### config.mk
export PLATFORM = sky130hd
export DESIGN_NAME = car_input_ctrl
export DESIGN_NICKNAME = d
export VERILOG_FILES = /design/src/rtl/car_input_ctrl.sv
export SDC_FILE = /design/constraint.sdc
export NUM_CORES = 1
export LEC_CHECK = 0
export ABC_CLOCK_PERIOD_IN_PS = 6000
export CAP_MARGIN = 10
export CORE_AREA = 2 2 83 85
export CTS_BUF_LIST = sky130_fd_sc_hd__clkbuf_8
export DETAILED_ROUTE_END_ITERATION = 10
export DIE_AREA = 0 0 85 87
export GPL_TIMING_DRIVEN = 0
export MAX_ROUTING_LAYER = met4
export PLACE_DENSITY_LB_ADDON = 0.1
export REMOVE_ABC_BUFFERS = 1
export SLEW_MARGIN = 20
export SYNTH_ARGS = -nofsm -noshare
export SYNTH_HDL_FRONTEND = slang
export SYNTH_SLANG_ARGS = --single-unit
### constraint.sdc
create_clock -name Clk -period 6 [get_ports Clk]
set_input_delay 0.9 -clock Clk [delete_from_list [all_inputs] [get_ports Clk]]
set_output_delay 0.9 -clock Clk [all_outputs]
set_load 0.005 [all_outputs]
### src/rtl/car_input_ctrl.sv
// -----------------------------------------------------------------------------
// car_input_ctrl
//   Per-frame vehicle dynamics for the player car. A registered HID keycode
//   drives speed, steering, gear and a motion-state indication. All state
//   advances only on frame_tick, so motion is locked to the frame rate.
//
// Ports
//   Clk         in   1   system clock
//   Reset       in   1   synchronous, active-high; dominates everything
//   frame_tick  in   1   one-cycle pulse per frame
//   keycode     in   8   HID usage code (0x00 = no key)
//   speed       out  8   current speed, 0..cap
//   car_x       out 10   horizontal position, X_MIN..X_MAX
//   gear        out  1   0 = low, 1 = high
//   car_state   out  2   0 IDLE, 1 ACCEL, 2 COAST, 3 BRAKE
//
// Build option
//   CAR_AUTO_CENTER_EN : when defined, car_x drifts 1 px/frame toward X_INIT
//                        on moving frames without steering input.
// -----------------------------------------------------------------------------
module car_input_ctrl #(
   parameter int unsigned MAX_SPEED   = 200,
   parameter int unsigned ACCEL       = 2,
   parameter int unsigned BRAKE       = 6,
   parameter int unsigned DRAG        = 1,
   parameter int unsigned X_MIN       = 160,
   parameter int unsigned X_MAX       = 480,
   parameter int unsigned X_INIT      = 320,
   parameter int unsigned HOLD_FRAMES = 4
) (
   input  logic       Clk,
   input  logic       Reset,
   input  logic       frame_tick,
   input  logic [7:0] keycode,
   output logic [7:0] speed,
   output logic [9:0] car_x,
   output logic       gear,
   output logic [1:0] car_state
);

   typedef enum logic [1:0] {
      ST_IDLE  = 2'd0,
      ST_ACCEL = 2'd1,
      ST_COAST = 2'd2,
      ST_BRAKE = 2'd3
   } state_e;

   localparam logic [7:0] KEY_W     = 8'h1A;
   localparam logic [7:0] KEY_S     = 8'h16;
   localparam logic [7:0] KEY_A     = 8'h04;
   localparam logic [7:0] KEY_D     = 8'h07;
   localparam logic [7:0] KEY_SPACE = 8'h2C;

   localparam logic [8:0] CAP_HI = 9'(MAX_SPEED);
   localparam logic [8:0] CAP_LO = 9'(MAX_SPEED >> 1);
   localparam logic [8:0] ACC9   = 9'(ACCEL);
   localparam logic [8:0] BRK9   = 9'(BRAKE);
   localparam logic [8:0] DRG9   = 9'(DRAG);

   localparam logic [10:0] XMIN11 = 11'(X_MIN);
   localparam logic [10:0] XMAX11 = 11'(X_MAX);
   localparam logic [9:0]  XMIN10 = 10'(X_MIN);
   localparam logic [9:0]  XMAX10 = 10'(X_MAX);
   localparam logic [9:0]  XINIT10 = 10'(X_INIT);

   localparam int unsigned CW = $clog2(HOLD_FRAMES + 1);
   localparam logic [CW-1:0] HOLD_N = CW'(HOLD_FRAMES);

   logic [7:0]    keycode_q;
   logic [7:0]    speed_q,  speed_d;
   logic [9:0]    x_q,      x_d;
   logic          gear_q,   gear_d;
   state_e        state_q,  state_d;
   logic [CW-1:0] hold_q,   hold_d;
   logic          armed_q,  armed_d;

   logic          kw, ks, ka, kd, ksp;
   logic [8:0]    cap, spd9, sum9, nxt9;
   logic          over_cap;
   logic [10:0]   x11, step11;
   logic [CW-1:0] hold_inc;

   // Key decode and speed arithmetic (9-bit, saturating)
   always_comb begin
      kw  = (keycode_q == KEY_W);
      ks  = (keycode_q == KEY_S);
      ka  = (keycode_q == KEY_A);
      kd  = (keycode_q == KEY_D);
      ksp = (keycode_q == KEY_SPACE);

      // Cap follows the gear held before this frame; a downshift takes
      // effect on the following frame.
      cap      = gear_q ? CAP_HI : CAP_LO;
      spd9     = {1'b0, speed_q};
      sum9     = spd9 + ACC9;
      over_cap = (spd9 > cap);

      if (over_cap) begin
         // Engine braking: never drop below the new cap in one step
         nxt9 = ((spd9 - cap) >= BRK9) ? (spd9 - BRK9) : cap;
      end else if (kw) begin
         nxt9 = (sum9 > cap) ? cap : sum9;
      end else if (ks) begin
         nxt9 = (spd9 > BRK9) ? (spd9 - BRK9) : '0;
      end else begin
         nxt9 = (spd9 > DRG9) ? (spd9 - DRG9) : '0;
      end
   end

   // Frame update: speed, state, position, gear
   always_comb begin
      speed_d  = speed_q;
      state_d  = state_q;
      x_d      = x_q;
      gear_d   = gear_q;
      hold_d   = hold_q;
      armed_d  = armed_q;
      x11      = {1'b0, x_q};
      step11   = 11'd1 + 11'(speed_q[7:6]);
      hold_inc = (hold_q == HOLD_N) ? hold_q : hold_q + CW'(1);

      if (frame_tick) begin
         speed_d = 8'(nxt9);

         if ((nxt9 == '0) && !kw)   state_d = ST_IDLE;
         else if (over_cap || ks)   state_d = ST_BRAKE;
         else if (kw)               state_d = ST_ACCEL;
         else                       state_d = ST_COAST;

         // Steering uses the speed in effect at the start of the frame
         if (speed_q != '0) begin
            if (ka) begin
               x_d = (x11 < (XMIN11 + step11)) ? XMIN10 : 10'(x11 - step11);
            end else if (kd) begin
               x_d = ((x11 + step11) > XMAX11) ? XMAX10 : 10'(x11 + step11);
            end
`ifdef CAR_AUTO_CENTER_EN
            else if (x_q > XINIT10) begin
               x_d = x_q - 10'd1;
            end else if (x_q < XINIT10) begin
               x_d = x_q + 10'd1;
            end
`endif
         end

         // Counter saturates at HOLD_N; armed blocks a second toggle
         // until space is released for a frame.
         if (ksp) begin
            hold_d = hold_inc;
            if ((hold_inc == HOLD_N) && armed_q) begin
               gear_d  = ~gear_q;
               armed_d = 1'b0;
            end
         end else begin
            hold_d  = '0;
            armed_d = 1'b1;
         end
      end
   end

   always_ff @(posedge Clk) begin
      if (Reset) begin
         keycode_q <= '0;
         speed_q   <= '0;
         x_q       <= XINIT10;
         gear_q    <= 1'b0;
         state_q   <= ST_IDLE;
         hold_q    <= '0;
         armed_q   <= 1'b1;
      end else begin
         keycode_q <= keycode;
         speed_q   <= speed_d;
         x_q       <= x_d;
         gear_q    <= gear_d;
         state_q   <= state_d;
         hold_q    <= hold_d;
         armed_q   <= armed_d;
      end
   end

   assign speed     = speed_q;
   assign car_x     = x_q;
   assign gear      = gear_q;
   assign car_state = state_q;

endmodule

-- Word level (Yosys, flattened, before mapping)
Cells that the tools add are included.
- add/subtract/negate cells: 9
- $lt $le $gt $ge: 7
- equality and inequality tests: 8
- muxes and demuxes: 19
- bitwise operators: 1
- reduce and logical (&&, ||, !) cells: 10
- operator list (operator ; number):
    9-bit 2-to-1 mux ; 7
    10-bit 2-to-1 mux ; 4
    8-bit by 3-bit == test with 1-bit output (second input constant) ; 2
    8-bit by 5-bit == test with 1-bit output (second input constant) ; 2
    10-bit by 3-bit adder with 11-bit output ; 1
    11-bit by 9-bit greater-than comparator with 1-bit output (second input constant) ; 1
    10-bit by 9-bit < comparator with 1-bit output ; 1
    10-bit by 3-bit subtractor with 10-bit output ; 1
    8-bit by 2-bit adder with 9-bit output (second input constant) ; 1
    8-bit by 3-bit adder with 9-bit output (first input constant) ; 1
    9-bit by 3-bit >= comparator with 1-bit output (second input constant) ; 1
    9-bit by 8-bit greater-than comparator with 1-bit output ; 1
    9-bit logical NOT ; 1
    8-bit by 1-bit subtractor with 9-bit output (second input constant) ; 1
    8-bit by 3-bit subtractor with 9-bit output (second input constant) ; 1
    8-bit by 8-bit subtractor with 9-bit output ; 1
    8-bit by 6-bit == test with 1-bit output (second input constant) ; 1
    8-bit by 1-bit greater-than comparator with 1-bit output (second input constant) ; 1
    8-bit by 3-bit greater-than comparator with 1-bit output (second input constant) ; 1
    8-bit greater-than comparator ; 1
    8-bit 2-to-1 mux ; 1
    8-bit nonzero test ; 1
    3-bit == test (second input constant) ; 2
    2-bit 2-to-1 mux ; 3
    12 further kinds ; 16
- register bits after elaboration: 33
- input port bits: 11
- output and inout port bits: 21
- word-level logic and storage cells: 61

-- Depth between registers and ports, before layout
Gate-level depths: netlist (run 1).
- word-level depth: 8
- mapped depth: 15
- depth with buffers taken out: 14

-- Worst setup path after synthesis (run 1)
Ideal clock, no wire load.
- path kind: register -> register
- from: register speed_q[7], in the netlist speed[7]
- to: register x_q[6], in the netlist car_x[6]
- setup time: 0.120 ns
- arrival time: 3.182 ns
- required time: 5.880 ns
- path slack: 2.699 ns
- cell stages (with the launch flop): 14
- path buffers: 0
- period minus slack after synthesis: 3.301 ns
- cells stage by stage: dfxtp_1 inv_1 ha_1 inv_1 fa_1 a211oi_1 nand2_1 a21oi_1 nor2b_1 o31ai_1 o221ai_1 a22oi_1 nor2_1 a211o_1
- cells in the longest elaborated chain, start to end: 6
- elaborated cells between the ends (all ways): 12
- classes of those cells: add/sub (4); order compare (2); mux (4); reduce/logical (2)
- RTL lines (item ; RTL line ; RTL):
    start: declaration ; 70 ; logic [7:0] speed_q, speed_d;
    start signal: assignment ; 172 ; speed_q <= speed_d;
    1-bit by 2-bit adder with 3-bit output ; 119 ; step11 = 11'd1 + 11'(speed_q[7:6]);
    10-bit by 3-bit adder with 11-bit output ; 135 ; x_d = ((x11 + step11) > XMAX11) ? XMAX10 : 10'(x11 + step11);
    11-bit by 9-bit greater-than comparator with 1-bit output ; 135 ;
    10-bit 2-to-1 mux ; 135 ;
    10-bit 2-to-1 mux ; 134 ; end else if (kd) begin
    10-bit 2-to-1 mux ; 132 ; if (ka) begin
    end signal: assignment ; 165 ; x_q <= XINIT10;
    end signal: assignment ; 173 ; x_q <= x_d;
    end: declaration ; 71 ; logic [9:0] x_q, x_d;
Several ways; a longest one is shown, not always the timed one. The select of a mux whose other input is x is not followed.
A chain may end at the register's enable or synchronous reset.

-- Final worst setup path (run 1)
- from: register speed_q[6], in the netlist speed[6]
- to: register x_q[6], in the netlist car_x[6]
The elaborated chain is that of the path after synthesis.

==> results of run 1 <==
-- power by group through the flow --
stage	Combinational, mW	Clock, mW	Sequential, mW
2_1_floorplan	0.243	0	0.263
3_3_place_gp	0.323	0	0.275
3_5_place_dp	0.328	0	0.276
4_1_cts	0.331	0.165	0.271
5_1_grt	0.374	0.173	0.275
6_report	0.333	0.159	0.272
-- worst max-delay path, stage by stage (launching register included) --
cell and delay [ps]:
dfxtp_1 740, inv_1 310, ha_1 420, inv_1 110, fa_1 450, a211oi_1 420
nand2_1 180, a21oi_1 170, nor2b_1 70, o31ai_1 780, o221ai_1 250, a22oi_1 190
nor2_1 60, a211o_1 270
-- layer usage --
metal / up-vias / wire, um
li1: 1573 / -
met1: 1511 / 3970
met2: 93 / 3750
met3: 18 / 414
met4: 0 / 172
met5: - / 0
-- cell families after synthesis --
kind of cell / Yosys count / share of synthesized area (%)
AO/OA/AOI/OAI: 129 / 29.1
XOR/XNOR: 14 / 3.81
adder cells (fa/ha/maj): 28 / 11.6
buffers and inverters: 50 / 6.03
flip-flops: 33 / 20.6
multiplexers: 12 / 3.93
AND/OR/NAND/NOR: 154 / 25.0
-- path summary, 6_finish.rpt --
kind | startpoint | endpoint | slack (ps) | cells after the start
min | car_state[1]$_SDFFE_PP0P_ | car_state[1]$_SDFFE_PP0P_ | 480 | 1
max reg2reg | speed[6]$_SDFFE_PP0P_ | car_x[6]$_SDFFE_PP1P_ | 1460 | 13
min reg2reg | car_state[1]$_SDFFE_PP0P_ | car_state[1]$_SDFFE_PP0P_ | 480 | 1
max | speed[6]$_SDFFE_PP0P_ | car_x[6]$_SDFFE_PP1P_ | 1460 | 13
-- area by class of cell --
class                      count  area (sq um)  share of cell area, %
clock buffer                   5          68.8                   1.91
clock inverter                 3          15.0                  0.417
inverter                      24          90.1                   2.50
multi-input combinational    337          2360                   65.6
sequential                    33           661                   18.4
tap                           80           100                   2.78
timing repair buffer          31           305                   8.48
-- per-stage QoR --
stage,setup WS (ps),cells
5_1_grt,1080,513
6_report,1460,513
3_3_place_gp,1530,505
2_1_floorplan,2480,394
4_1_cts,1480,513
3_5_place_dp,1470,505
-- registers in the layout, summed over array words and instances, names as in the netlist --
signal     flops
armed_q        1
gear           1
speed          8
keycode_q      8
hold_q         3
car_x         10
car_state      2
-- layout by cell type, fill, tap and decap left out, drive strengths merged, types with 7 or more instances in the layout --
cell,netlist,layout
inv,24,26
a21oi,32,32
mux2i,7,7
nand4,9,9
nor2b,11,11
o21ai,18,18
nor2,52,52
a211oi,17,17
xnor2,10,10
nand2,26,26
ha,25,25
clkdlybuf4s50,0,30
dfxtp,33,33
and3,7,7
nand3,10,10
nor3,11,11
==> reports/metrics.csv, run 1 <==
stage,metric,value,unit
worst_setup_path,Critical Path End Type,register,
floorplan,Starting Density,48.9,%
power_and_ir_drop,sequential share of power,35.6,%
timing,Hold WS,476,ps
place,IO buf count,31,
place,dpl cell area,3520,sq um
worst_setup_path,crit path DAT,4720,ps
global_route,antenna violations before repair,0,
layout,share of layout cells above drive strength 1,6.70,%
hold_path,Hold WC Path Type,reg -> reg,
floorplan,num rows,30,
layout,post-route cell area,3600,sq um
power_and_ir_drop,power per cell area,212,nW/um^2
synthesis,yosys warns,0,
worst_setup_path,Max Fanout on Critical Path,17,
global_route,busiest layer in global routing,met2,
global_route,met1 track utilization from global routing,32.2,%
timing,Max Slew Vio Count,0,
timing,RSZ-0062 raised after global routing,no,
timing,f_max,220,MHz
global_route,grt total ovfl,0,
worst_setup_path,type of origin of the critical path,register,
synthesis,"count leader, synth",nor2_1,
clock_tree,worst skew pair latency,290,ps
synthesis,top_reg_cell synth,dfxtp_1,
route,number of vias in the routed layout,3195,
power_and_ir_drop,Lkg Pwr,1.38,nW
layout,fin util,54.8,%
clock_tree,CTS buffer count,5,
synthesis,Post-synth EDFFs,0,
timing,period utilization,75.7,%
worst_setup_path,crit path kind,reg -> reg,
clock_tree,CTS Hold Bufs,0,
clock_tree,clock sinks,33,
route,post-route ant nets,0,
synthesis,Async SR Flop Fraction,0,%
route,total wire length,8310,um
clock_tree,clk slew on worst S/H paths,70,ps
synthesis,"top cells by count, synth","nor2_1, dfxtp_1, a21oi_1",
worst_setup_path,CP required,6170,ps
global_route,pin count of the biggest net entering global routing,35,
clock_tree,CTS root buf,clkbuf_8,
timing,final setup violation count,0,
global_route,vias in the first global route,2916,
clock_tree,post-CTS setup buffer count,0,
layout,Layout area overhead,12.0,%
floorplan,total I/O pin count,32,
place,gpl congestion,0.905,
synthesis,count of cell types in the netlist,71,
power_and_ir_drop,clock share of power,20.8,%
clock_tree,H-tree depth,2,
synthesis,sequential fraction of the synthesis area,20.6,%
synthesis,Cells after Synth,420,
job,max cap viols,0,
power_and_ir_drop,total power,764,uW
layout,# diodes,0,
timing,final setup TNS,0,ps
power_and_ir_drop,power share of the combinational group,43.6,%
timing,"Hold Violations, Final",0,
synthesis,mean cell area of the mapped netlist,7.65,sq um
timing,clk_skew,10.0,ps
power_and_ir_drop,P_int,463,uW
synthesis,Yosys top cell area share,20.6,%
route,drt first-iter violations,231,
floorplan,die area,7400,sq um
global_route,met2 usage,37.1,%
timing,Worst Tran Pin Value,971,ps
synthesis,Yosys reg bits,33,
synthesis,leading area contributor after synthesis,dfxtp_1,
synthesis,Synth area leaders,"dfxtp_1, ha_1, nor2_1",
floorplan,Core ar.,6570,sq um
clock_tree,CTS Buffer Depth,2,
timing,slew margin rel.,34.7,%
clock_tree,PostCTS Resize Cnt,0,
place,Detailed Place HPWL,5990,um
timing,Tmin final,4540,ps
layout,Final #Nets,471,
run_status,status,finished clean,
clock_tree,CTS tree,done,
floorplan,chip height,87,um
route,DR pass1 iterations,5,
layout,FILL cells,652,
route,WL per Instance,16.2,um
power_and_ir_drop,Switching Power,302,uW
synthesis,mapped cell area,3210,sq um
global_route,met3 usage,2.65,%
global_route,first-pass GRT wire length,14000,um
floorplan,die width,85,um
global_route,All-Layer GR Usage,23.5,%
route,vias per cell,6.23,
power_and_ir_drop,Worst VDD drop,0.000104,V
power_and_ir_drop,sw frac,39.5,%
route,drt drc,0,
No activity file was read; power rests on OpenSTA's default activity.
==> run 2: changes to the inputs <==
ABC_CLOCK_PERIOD_IN_PS = 3900   (was 6000)
clock period = 3.9 ns   (was 6 ns; I/O delays follow)
==> run 2 against run 1 <==
Sequential power is 55% higher. Register-to-register slack worse by 1200 ps. Hold slack is essentially flat. Combinational power up 57%. Flip-flop and latch count unchanged. First-iteration DRC count up 0.87%. Total power increased by 56%. Clock skew increased by 1.7 ps. Die area unchanged. Critical path type unchanged. Critical endpoint unchanged. Highest routed layer unchanged.
==> reports/metrics.csv, run 2 (synthesis results as in run 1) <==
stage,metric,value,unit
worst_setup_path,Critical Path End Type,register,
worst_setup_path,register-to-register setup slack,220,ps
layout,Largest register FFs,10,
layout,Layout area overhead,15.0,%
place,gpl congestion,0.905,
timing,Max Slew Vio Count,0,
global_route,first-pass GRT wire length,14000,um
timing,slew margin rel.,40.1,%
job,max cap viols,0,
floorplan,num rows,30,
global_route,vias in the first global route,2914,
global_route,antenna violations before repair,0,
place,IO buf count,31,
timing,Hold WS,476,ps
layout,FILL cells,635,
timing,clk_skew,11.8,ps
layout,post-route cell area,3700,sq um
route,post-route ant nets,0,
layout,# diodes,0,
worst_setup_path,CP required,4070,ps
timing,Tmin final,3680,ps
floorplan,total I/O pin count,32,
floorplan,die width,85,um
timing,f_max,272,MHz
route,number of vias in the routed layout,3220,
power_and_ir_drop,Worst VDD drop,0.000161,V
worst_setup_path,Max Fanout on Critical Path,17,
clock_tree,CTS Hold Bufs,0,
timing,final worst slack,221,ps
route,drt first-iter violations,233,
hold_path,hold_sp,car_state[1]$_SDFFE_PP0P_,
clock_tree,CTS tree,done,
clock_tree,CTS buffer count,5,
timing,Worst Tran Pin Value,895,ps
hold_path,Hold WC Path Type,reg -> reg,
floorplan,Starting Density,48.9,%
worst_setup_path,crit path kind,reg -> reg,
worst_setup_path,crit path launch,speed[6]$_SDFFE_PP0P_,
place,dpl cell area,3520,sq um
route,total wire length,8420,um
clock_tree,clk slew on worst S/H paths,80,ps
timing,RSZ-0062 raised after global routing,no,
run_status,status,finished clean,
clock_tree,CTS root buf,clkbuf_8,
floorplan,chip height,87,um
global_route,grt total ovfl,0,
power_and_ir_drop,power per cell area,322,nW/um^2
clock_tree,CTS Buffer Depth,2,
timing,period utilization,94.3,%
floorplan,die area,7400,sq um
floorplan,Core ar.,6570,sq um
worst_setup_path,crit path DAT,3850,ps
route,DR pass1 iterations,4,
layout,share of layout cells above drive strength 1,11.2,%
clock_tree,clock sinks,33,
place,pre-CTS WS,-630,ps
global_route,pin count of the biggest net entering global routing,35,
power_and_ir_drop,total power,1.19,mW
route,WL per Instance,16.3,um
worst_setup_path,FF-to-FF path depth,13,
layout,"commonest non-fill, non-tap cells in the layout","nor2_1, a21oi_1, clkdlybuf4s50_1, dfxtp_1, inv_1",
worst_setup_path,r2r endpoint,car_x[6]$_SDFFE_PP1P_,
place,Detailed Place HPWL,5990,um
worst_setup_path,type of origin of the critical path,register,
route,vias per cell,6.24,
layout,fin util,56.3,%
worst_setup_path,RR Startpoint,speed[6]$_SDFFE_PP0P_,
layout,"commonest non-fill, non-tap cell in the layout",nor2_1,
clock_tree,H-tree depth,2,
power_and_ir_drop,Lkg Pwr,1.41,nW
clock_tree,worst skew pair latency,290,ps
timing,final setup violation count,0,
worst_setup_path,Critical Path End,car_x[6]$_SDFFE_PP1P_,
route,drt drc,0,
layout,Final #Nets,474,
timing,"Hold Violations, Final",0,
global_route,All-Layer GR Usage,23.6,%
-- run 2: what timing repair did --
item                                    CTS  global route
hold endpoints to repair                  0             0
endpoints found under the setup margin   10            10
resized for setup                         9            13
buffers inserted                          0             3
pin swaps                                 1             0
-- run 2: metal layers --
layer  track usage (%)  wire length [um]  share of wire (%)  up-vias
li1                  -                 -                  -     1577
met1              32.6              3990                 47     1517
met2              37.2              3820                 45      109
met3              2.65               479                5.7       17
met4              5.48               128                1.5        0
met5                 -                 0                  0        -
-- run 2: how the worst min path moves through the flow --
stage	end	slack, ps	depth (start not counted)
2_1_floorplan	hold_q[1]$_SDFFE_PP0P_	450	2
3_3_place_gp	car_state[1]$_SDFFE_PP0P_	460	1
3_5_place_dp	car_state[1]$_SDFFE_PP0P_	470	1
4_1_cts	car_state[1]$_SDFFE_PP0P_	480	1
5_1_grt	car_state[1]$_SDFFE_PP0P_	510	1
6_report	car_state[1]$_SDFFE_PP0P_	480	1
-- run 2: worst max-delay path, cell delays in order, from the launching register on --
cell      delay, ps
dfxtp_4         470
inv_1           180
ha_1            390
inv_1           110
fa_1            450
a211oi_2        330
nand2_1         160
a21oi_1         160
nor2b_1          90
o31a_1          370
a221o_1         340
a22oi_1         160
nor2_1           60
a211o_1         270
-- run 2: stage by stage --
stage               TNS, ps  std cells
floorplan                 0        394
global placement      -2460        505
detailed placement    -2850        505
CTS                       0        513
global route              0        516
finish                    0        516
-- run 2: where the power goes --
part           switching, mW  internal [mW]
combinational          0.285          0.238
clock                  0.125          0.121
sequential            0.0615          0.360
total                  0.471          0.719
-- run 2: final cells by class --
cell class | count | area [sq um] | share of cell area, %
clock inverter | 3 | 15.0 | 0.406
multi-input combinational | 337 | 2420 | 65.4
clock buffer | 5 | 68.8 | 1.86
inverter | 24 | 93.8 | 2.54
sequential | 33 | 672 | 18.2
tap | 80 | 100 | 2.71
timing repair buffer | 34 | 328 | 8.87
==> run 3: changes to the inputs <==
REMOVE_ABC_BUFFERS = default   (was 1)
SLEW_MARGIN = default   (was 20)
==> run 3 against run 2 <==
Register-to-register slack got worse by 50 ps. Die area did not move. Sequential power fell by 9.5%. Hold slack improved by 15 ps. Fmax fell by 1.5%. Critical endpoint is now car_state[1]$_SDFFE_PP0P_. Largest power group unchanged.
==> reports/metrics.csv, run 3 (synthesis results as in run 1) <==
stage,metric,value,unit
run_status,status,finished clean,
floorplan,die area,7400,sq um
layout,Largest register FFs,10,
timing,final setup TNS,0,ps
layout,Layout area overhead,19.0,%
route,post-route ant nets,0,
floorplan,die width,85,um
layout,share of layout cells above drive strength 1,11.5,%
global_route,pin count of the biggest net entering global routing,12,
global_route,All-Layer GR Usage,25.4,%
timing,Worst Tran Pin Value,743,ps
place,Detailed Place HPWL,6750,um
synthesis,net count after synthesis,459,
clock_tree,clk slew on worst S/H paths,70,ps
floorplan,Starting Density,48.9,%
power_and_ir_drop,Worst VDD drop,0.000236,V
power_and_ir_drop,power per cell area,342,nW/um^2
timing,period utilization,95.7,%
timing,final worst slack,166,ps
timing,f_max,268,MHz
timing,clk_skew,7.36,ps
power_and_ir_drop,Switching Power,494,uW
route,total wire length,8940,um
floorplan,Core ar.,6570,sq um
clock_tree,clock sinks,33,
worst_setup_path,Max Fanout on Critical Path,9,
place,pre-CTS WS,-197,ps
clock_tree,worst skew pair latency,290,ps
timing,RSZ-0062 raised after global routing,no,
power_and_ir_drop,P_int,814,uW
timing,Max Slew Vio Count,0,
clock_tree,CTS Buffer Depth,2,
timing,final setup violation count,0,
power_and_ir_drop,sw frac,37.8,%
worst_setup_path,cells along the critical path,"clkinvlp_4, ha_1, or4b_4, a2111oi_4, o221ai_2, nand2_2, o21ai_2, a211oi_2, nor4b_2, nand4_1, a32o_1",
route,drt drc,0,
worst_setup_path,crit path kind,reg -> reg,
timing,slew margin rel.,50.5,%
global_route,first-pass GRT wire length,14800,um
global_route,vias in the first global route,3083,
floorplan,chip height,87,um
global_route,grt total ovfl,0,
worst_setup_path,Critical-path top delay cell,dfxtp_1,
layout,Final #Nets,499,
route,WL per Instance,16.5,um
layout,"commonest non-fill, non-tap cells in the layout","nor2_1, a21oi_1, dfxtp_1, clkdlybuf4s50_1, ha_1",
layout,# diodes,0,
hold_path,Hold WC Path Type,reg -> reg,
worst_setup_path,Critical Path Max Stage Delay,620,ps
power_and_ir_drop,sequential share of power,29.1,%
route,number of vias in the routed layout,3322,
job,max cap viols,0,
layout,"commonest non-fill, non-tap cell in the layout",nor2_1,
route,drt first-iter violations,301,
worst_setup_path,Critical Path End Type,register,
route,vias per cell,6.14,
timing,"Hold Violations, Final",0,
worst_setup_path,type of origin of the critical path,register,
power_and_ir_drop,power share of the combinational group,44.5,%
power_and_ir_drop,clock share of power,26.4,%
timing,Tmin final,3730,ps
worst_setup_path,crit path DAT,3910,ps
timing,Hold WS,491,ps
place,IO buf count,29,
clock_tree,CTS buffer count,5,
floorplan,total I/O pin count,32,
clock_tree,CTS tree,done,
route,DR pass1 iterations,5,
clock_tree,CTS root buf,clkbuf_8,
power_and_ir_drop,Lkg Pwr,1.47,nW
clock_tree,H-tree depth,2,
floorplan,num rows,30,
worst_setup_path,CP required,4080,ps
place,gpl congestion,0.927,
global_route,antenna violations before repair,0,
==> run 3: area by class of cell <==
type                            count  area, sq um
Inverter                           24         93.8
Timing Repair Buffer               33          320
Buffer                             26          106
Fill cell                         634         2740
Clock buffer                        6         82.6
Clock inverter                      2         37.5
Multi-Input combinational cell    337         2420
Sequential cell                    33          664
Tap cell                           80          100
==> run 3: worst paths after layout <==
check,from,to,slack [ps],cells after the start
max,gear$_SDFFE_PP0P_,car_state[1]$_SDFFE_PP0P_,170,11
min,hold_q[1]$_SDFFE_PP0P_,hold_q[1]$_SDFFE_PP0P_,490,2
max reg2reg,gear$_SDFFE_PP0P_,car_state[1]$_SDFFE_PP0P_,170,11
min reg2reg,hold_q[1]$_SDFFE_PP0P_,hold_q[1]$_SDFFE_PP0P_,490,2
==> run 3: metal layers <==
layer  part of all wire (%)  up-vias  global-route usage [%]
li1                       -     1633                       -
met4                    1.2        0                    6.49
met1                     47     1543                    35.1
met5                      0        -                       -
met3                    6.6       10                    4.45
met2                     45      136                    38.5
==> run 3: timing repair <==
item                       CTS  global route
hold buffers                 0             0
setup endpoints to repair    5            13
resized for setup            4            18
cloned                       0             0
hold endpoints to repair     0             0
pin swaps                    0             1
setup buffers                0             4
==> run 3: metrics by stage <==
stage,cells,area (sq um),total power [mW],utilization (%)
after floorplan,420,3210,0.796,-
after global placement,529,3600,0.937,54.9
after detailed placement,529,3600,0.943,54.9
after CTS,537,3740,1.29,56.9
after global routing,541,3830,1.39,58.2
final,541,3830,1.31,58.2
==> run 3: power by group through the flow <==
| stage | clock, mW | sequential, mW | combinational, mW |
|---|---|---|---|
| 2_1_floorplan | 0 | 0.383 | 0.413 |
| 3_3_place_gp | 0 | 0.387 | 0.549 |
| 3_5_place_dp | 0 | 0.387 | 0.556 |
| 4_1_cts | 0.350 | 0.380 | 0.560 |
| 5_1_grt | 0.362 | 0.385 | 0.644 |
| 6_report | 0.345 | 0.381 | 0.581 |
==> run 3: worst max-delay path: cells and delay by family (launching register included) <==
kind / cells / cell delay (ps)
AND/OR/NAND/NOR: 4 / 1200
buffers and inverters: 1 / 240
AO/OA/AOI/OAI: 5 / 1230
flip-flops: 1 / 620
adder cells (fa/ha/maj): 1 / 340
